## src/rtl/rob_multi.sv

```systemverilog
// Reorder buffer: in-order issue, out-of-order writeback, up to CW in-order commits
// per cycle, branch-mispredict flush and a JALR in-flight counter driving melt.
`timescale 1ns/1ps
module rob_multi #(
  parameter  int DEPTH = 16,
  parameter  int CW    = 2,
  localparam int IW    = $clog2(DEPTH)
) (
  input  logic               clk_in,
  input  logic               rst_in,
  input  logic               rdy_in,
  input  logic               issue_valid,
  output logic               issue_ready,
  output logic [IW-1:0]      issue_id,
  input  logic [1:0]         issue_type,
  input  logic [4:0]         issue_rd,
  input  logic [31:0]        issue_pc,
  input  logic [31:0]        issue_pred,
  input  logic [31:0]        issue_val,
  input  logic               wb0_valid,
  input  logic [IW-1:0]      wb0_id,
  input  logic [31:0]        wb0_val,
  input  logic               wb1_valid,
  input  logic [IW-1:0]      wb1_id,
  input  logic [31:0]        wb1_val,
  input  logic [IW-1:0]      q1_id,
  input  logic [IW-1:0]      q2_id,
  output logic               q1_ready,
  output logic               q2_ready,
  output logic [31:0]        q1_val,
  output logic [31:0]        q2_val,
  output logic [CW-1:0]      cm_valid,
  output logic [CW*IW-1:0]   cm_id,
  output logic [CW*5-1:0]    cm_rd,
  output logic [CW*32-1:0]   cm_val,
  output logic               store_go,
  output logic               flush,
  output logic [31:0]        flush_pc,
  output logic               melt,
  output logic [IW:0]        count
);

  typedef enum logic [1:0] {E_EMPTY, E_ISSUED, E_DONE} ent_state_e;
  typedef enum logic [1:0] {T_BR = 2'd0, T_ST = 2'd1, T_JALR = 2'd2, T_RG = 2'd3} itype_e;

  localparam logic [IW:0] FULL_CNT = (IW+1)'(DEPTH);

  ent_state_e    ent_state [DEPTH];
  itype_e        ent_type  [DEPTH];
  logic [4:0]    ent_rd    [DEPTH];
  logic [31:0]   ent_pred  [DEPTH];
  logic [31:0]   ent_val   [DEPTH];

  logic [IW-1:0] head, tail, head1;
  logic [IW:0]   jalr_cnt, n_commit, n_jalr_done;
  itype_e        t0, t1;
  logic          fire, go0, go1, mis0, mis1;
  logic [1:0]    vld_vec;
  logic [2*IW-1:0] id_vec;
  logic [9:0]    rd_vec;
  logic [63:0]   val_vec;

  // The fetch pc travels with the instruction but nothing here consumes it.
  logic unused_pc;
  assign unused_pc = ^issue_pc;

  assign issue_id = tail;
  assign melt     = (jalr_cnt == '0);
  assign q1_ready = (ent_state[q1_id] == E_DONE);
  assign q2_ready = (ent_state[q2_id] == E_DONE);
  assign q1_val   = ent_val[q1_id];
  assign q2_val   = ent_val[q2_id];

  // NOTE: every signal written here gets an unconditional value, so no latch can be inferred.
  always_comb begin
    issue_ready = (count < FULL_CNT) && !flush;
    fire        = issue_valid && issue_ready && rdy_in;
    head1       = head + IW'(1);
    t0          = ent_type[head];
    t1          = ent_type[head1];
    mis0        = (t0 == T_BR) && (ent_val[head]  != ent_pred[head]);
    mis1        = (t1 == T_BR) && (ent_val[head1] != ent_pred[head1]);
    go0         = !flush && (ent_state[head] == E_DONE);
    // A second retire never follows a mispredict and never pairs two stores.
    go1         = (CW == 2) && go0 && (ent_state[head1] == E_DONE) && !mis0 &&
                  !((t0 == T_ST) && (t1 == T_ST));
    vld_vec     = {go1 && (t1 == T_RG || t1 == T_JALR), go0 && (t0 == T_RG || t0 == T_JALR)};
    n_commit    = (IW+1)'(go0) + (IW+1)'(go1);
    n_jalr_done = (IW+1)'(go0 && t0 == T_JALR) + (IW+1)'(go1 && t1 == T_JALR);
    id_vec      = {head1, head};
    rd_vec      = {ent_rd[head1], ent_rd[head]};
    val_vec     = {ent_val[head1], ent_val[head]};
  end

  // NOTE: sequential state uses non-blocking assignments, so every read in this block sees pre-edge values.
  always_ff @(posedge clk_in or negedge rst_in) begin
    if (!rst_in) begin
      for (int i = 0; i < DEPTH; i++) ent_state[i] <= E_EMPTY;
      head     <= '0;
      tail     <= '0;
      count    <= '0;
      jalr_cnt <= '0;
      cm_valid <= '0;
      cm_id    <= '0;
      cm_rd    <= '0;
      cm_val   <= '0;
      store_go <= 1'b0;
      flush    <= 1'b0;
      flush_pc <= '0;
    end else if (rdy_in) begin
      if (flush) begin
        for (int i = 0; i < DEPTH; i++) ent_state[i] <= E_EMPTY;
        head     <= '0;
        tail     <= '0;
        count    <= '0;
        jalr_cnt <= '0;
        cm_valid <= '0;
        store_go <= 1'b0;
        flush    <= 1'b0;
      end else begin
        if (fire) begin
          ent_state[tail] <= E_ISSUED;
          tail            <= tail + IW'(1);
        end
        if (wb0_valid && ent_state[wb0_id] != E_EMPTY) ent_state[wb0_id] <= E_DONE;
        if (wb1_valid && ent_state[wb1_id] != E_EMPTY) ent_state[wb1_id] <= E_DONE;
        if (go0) ent_state[head]  <= E_EMPTY;
        if (go1) ent_state[head1] <= E_EMPTY;
        head     <= head + n_commit[IW-1:0];
        count    <= count + (IW+1)'(fire) - n_commit;
        jalr_cnt <= jalr_cnt + (IW+1)'(fire && itype_e'(issue_type) == T_JALR) - n_jalr_done;
        cm_valid <= vld_vec[CW-1:0];
        cm_id    <= id_vec[CW*IW-1:0];
        cm_rd    <= rd_vec[CW*5-1:0];
        cm_val   <= val_vec[CW*32-1:0];
        store_go <= (go0 && t0 == T_ST) || (go1 && t1 == T_ST);
        flush    <= (go0 && mis0) || (go1 && mis1);
        if (go0 && mis0)      flush_pc <= ent_val[head];
        else if (go1 && mis1) flush_pc <= ent_val[head1];
      end
    end
  end

  // NOTE: payload arrays carry no reset; they are only read while the entry state (which is reset) says ISSUED or DONE.
  always_ff @(posedge clk_in) begin
    if (fire) begin
      ent_type[tail] <= itype_e'(issue_type);
      ent_rd[tail]   <= issue_rd;
      ent_pred[tail] <= issue_pred;
      ent_val[tail]  <= issue_val;
    end
    if (rdy_in && !flush) begin
      if (wb0_valid && ent_state[wb0_id] != E_EMPTY) ent_val[wb0_id] <= wb0_val;
      if (wb1_valid && ent_state[wb1_id] != E_EMPTY) ent_val[wb1_id] <= wb1_val;
    end
  end

endmodule

```

## config.mk

```make
export PLATFORM = sky130hd
export DESIGN_NAME = rob_multi
export DESIGN_NICKNAME = d
export VERILOG_FILES = /design/src/rtl/rob_multi.sv
export SDC_FILE = /design/constraint.sdc
export NUM_CORES = 2
export LEC_CHECK = 0
export BUFFER_PORTS_ARGS = -buffer_cell sky130_fd_sc_hd__buf_2
export CELL_PAD_IN_SITES_DETAIL_PLACEMENT = 0
export CELL_PAD_IN_SITES_GLOBAL_PLACEMENT = 1
export CORE_ASPECT_RATIO = 0.75
export CORE_MARGIN = 2
export CORE_UTILIZATION = 48
export DETAILED_ROUTE_END_ITERATION = 10
export PLACE_DENSITY_LB_ADDON = 0.1
export SYNTH_ARGS = -nofsm -noshare
export SYNTH_HDL_FRONTEND = slang
export SYNTH_SLANG_ARGS = --single-unit
```

## constraint.sdc

```tcl
create_clock -name clk_in -period 6.7 [get_ports clk_in]
set_input_delay 0.335 -clock clk_in [delete_from_list [all_inputs] [get_ports clk_in]]
set_output_delay 0.335 -clock clk_in [all_outputs]
set_load 0.02 [all_outputs]
```

==> flow_summary.ini <==
[cts]
cts_root_buffer = clkbuf_16
cts_tree = done
numCtsBuffers = 142
cts.sinks = 1304
cts_resized = 0
worst_setup_hold_path_clk_slew_ns = 0.06
htreeDepth = 4
clk_latency_ns = 0.81
cts_buffer_depth = 3

[floorplanning]
placementRows = 129
dieHeight_um = 357
die_area_um2 = 170000
initial_core_util_pct = 48.4
die_w_um = 475
boundaryPins = 384
core_um2 = 165000

[synth]
netlist_area_um2 = 79800
synth_async_sr_flop_share_pct = 12.9
syn_avg_cell_area_um2 = 14.0
synth-main-ff-cell = edfxtp_1
synth_seq_cells = 1304
synth_edf_count = 1136
seq_area_frac_synth_pct = 48.0
synth_warnings = 0
yosysUniqueCellTypes = 64
synth_nets = 5906
synth_cells = 5690

[critical_path]
crit_chain = buf_12 -> mux4_2 -> a22o_1 -> nor2_1 -> buf_4 -> xor2_1 -> nand4_1 -> nor4_2 -> buf_4 -> a211o_1 -> nand3_2 -> clkinv_1 -> ha_1 -> ha_1 -> inv_1 -> ha_1 -> fa_1 -> a21o_1 -> a21oi_1 -> xnor2_1 -> nor2_1 -> mux2i_1 -> o2bb2ai_1
critPathMaxStageDelay_ns = 0.58
crit_type = reg -> reg
cp-end-kind = flip-flop
arrival_ns = 7.15
cpMostUsedCell = ha_1
critical-path-slowest-cell = mux4_2
cp.required_ns = 7.38
ff2ff_setup_slack_ns = 0.22
start_kind = flip-flop
crit_path_max_fanout = 34

[layout]
seq_area_um2 = 38300
fin_util_pct = 54.3
final_nets = 6038
multi_input_area_um2 = 39200
area_delta_synth_final_pct = 12.2
layout-drive-gt1-share_pct = 31.2
fillers = 13383

[grt]
grt_util_all_layers_pct = 35.8
first_global_vias = 54175
antenna_found_initial = 33
grt_overflow_total = 0
grt_pass1_wl_um = 424000
grt_max_degree = 102

[timing]
relSlewSlack_pct = 17.5
finalMaxSlewViolations = 0
tightest_slew_ns = 1.24
fin_crit_sh_pct = 96.7
clock_skew_ns = 0.0297
hold_viol_final = 0
tns_ns = 0
setup_viol_count_final = 0
rsz0062_at_grt = no
period_needed_ns = 6.48
fmax_mhz = 154

[route]
routed_wl_um = 306000
via_per_inst = 6.96
ant_nets = 0
drt_iter0_drc = 9051
vias = 56940
drc = 0
wl_per_cell_um = 37.4
firstDrtPassIters = 8

[flow_run]
drv_cap = 0

[pwr]
finalPower_uw = 33300
pwr-share-seq_pct = 30.3
p_int_uw = 20400
p_clk_share_pct = 24.5
swShare_pct = 38.7
cellLeakagePower_uw = 0.0342
p_comb_share_pct = 45.2
powerDensity_nw_per_um2 = 371
ir_worst_vdd_v = 0.000294
switchingPower_uw = 12900

[placed_design]
dpl.hpwl_um = 179000
place_congestion = 0.876
numPortBuffers = 351

[status]
outcome = complete, no violations

[worst_hold_path]
hp-class = in -> reg
## per-layer routing
metal / vias to the layer above / wire [um] / track usage, %
met2: 4048 / 131000 / 50.9
met4: 18 / 14500 / 14.8
met1: 29348 / 120000 / 51.2
met5: - / 87 / 0
met3: 629 / 40700 / 11.2
li1: 22897 / - / -
## sequential cells by signal, summed over array words and instances (netlist names)
| name | flops |
|---|---|
| flush | 1 |
| flush_pc | 32 |
| cm_valid | 2 |
| cm_id | 8 |
| head | 4 |
| store_go | 1 |
| ent_rd | 80 |
| count | 5 |
| ent_val | 512 |
| jalr_cnt | 5 |
| ent_type | 32 |
| cm_rd | 10 |
| issue_id | 4 |
| ent_pred | 512 |
| cm_val | 64 |
| ent_state | 32 |
## stage by stage
stage	instances	instance area (um^2)	hold slack [ns]	setup slack, ns
floorplan	5690	79800	0.0394	0.186
global placement	7856	84300	0.356	0.193
detailed placement	7856	84300	0.361	0.145
CTS	8155	89400	0.0328	0.110
global route	8173	89500	0.0623	0.0259
finish	8181	89600	0.0604	0.223
## repair_timing
item | in CTS | in global routing
setup buffers | 0 | 8
hold buffers | 41 | 0
endpoints found under the setup margin | 0 | 1
hold endpoints to repair | 679 | 0
## cell usage in the layout, fill, tap and decap left out, types with 30 or more instances in the layout
cell and instances:
a22oi_1 81, a21oi_1 535, dfrtp_1 166, nor2_1 579, buf_4 189, clkbuf_1 30, nand2_1 355, a22o_1 67
clkbuf_16 144, mux4_2 957, edfxtp_1 1136, buf_2 343, dlygate4sd3_1 41, mux2i_1 547, inv_1 39, nand3_1 92
buf_12 31, nand3_4 30, xor2_1 56, o21ai_0 104
## power by group through the flow
stage               registers, uW  clock network [uW]  logic (uW)
detailed placement          10300                   0       14700
global placement            10300                   0       14700
finish                      10100                8140       15000
global route                10100                8530       15700
CTS                         10100                8200       14800
floorplan                   10500                   0        9050
## cells in the mapped netlist (9+ instances only)
cell	n	area share [%]
a21oi_1	535	3.4
a221o_1	11	0.14
a22o_1	67	0.74
a22oi_1	81	0.76
and2_1	19	0.15
buf_1	125	0.59
buf_2	83	0.52
buf_4	25	0.24
buf_6	19	0.27
clkbuf_1	369	1.7
dfrtp_1	168	5.3
edfxtp_1	1136	43
ha_1	23	0.36
inv_1	53	0.25
mux2_4	29	0.55
mux2i_1	547	6.9
mux4_2	957	27
nand2_1	371	1.7
nand3_1	122	0.77
nand4_1	18	0.14
nor2_1	583	2.7
nor2b_1	28	0.22
nor3_1	18	0.11
o211ai_1	9	0.085
o21ai_0	104	0.65
xnor2_1	14	0.15
xor2_1	58	0.64
## critical path, delay by kind of cell, from the launching register on
kind / cells / cell delay [ns]
fa+ha+maj: 4 / 1.27
compound gates: 5 / 0.96
simple gates: 5 / 1.41
flops: 1 / 0.54
mux: 2 / 0.72
xor+xnor: 2 / 0.46
buf+inv: 5 / 0.88
## kinds of logic after synthesis
kind of cell / share of synthesized area [%]
adders and majority gates: 0.461
AOI/OAI and AO/OA: 6.38
and+or+nand+nor: 6.26
DFF: 48.0
xor gates and xnor gates: 0.825
muxes: 34.5
buffers and inverters: 3.61
## worst paths after layout
path | startpoint | to | depth (start not counted)
max | head[1]$_DFFE_PN0P_ | count[4]$_DFFE_PN0P_ | 23
min | wb1_val[21] | ent_val[8][21]$_DFFE_PP_ | 3
max reg2reg | head[1]$_DFFE_PN0P_ | count[4]$_DFFE_PN0P_ | 23
min reg2reg | cm_rd[3]$_DFFE_PN0P_ | cm_rd[3]$_DFFE_PN0P_ | 2
max in group asynchronous | rst_in | head[1]$_DFFE_PN0P_ | 3
min in group asynchronous | rst_in | cm_rd[7]$_DFFE_PN0P_ | 2
## final cells by class
cell class	instances	area share [%]
inverters	56	0.235
repair buffers	609	4.73
clock inverters	75	0.982
clock buffers	183	4.29
flip-flops and latches	1304	42.8
multi-input cells	3709	43.8
well taps	2227	3.11
diodes	18	0.0503
Note: power is estimated with default switching activity, not from simulation.
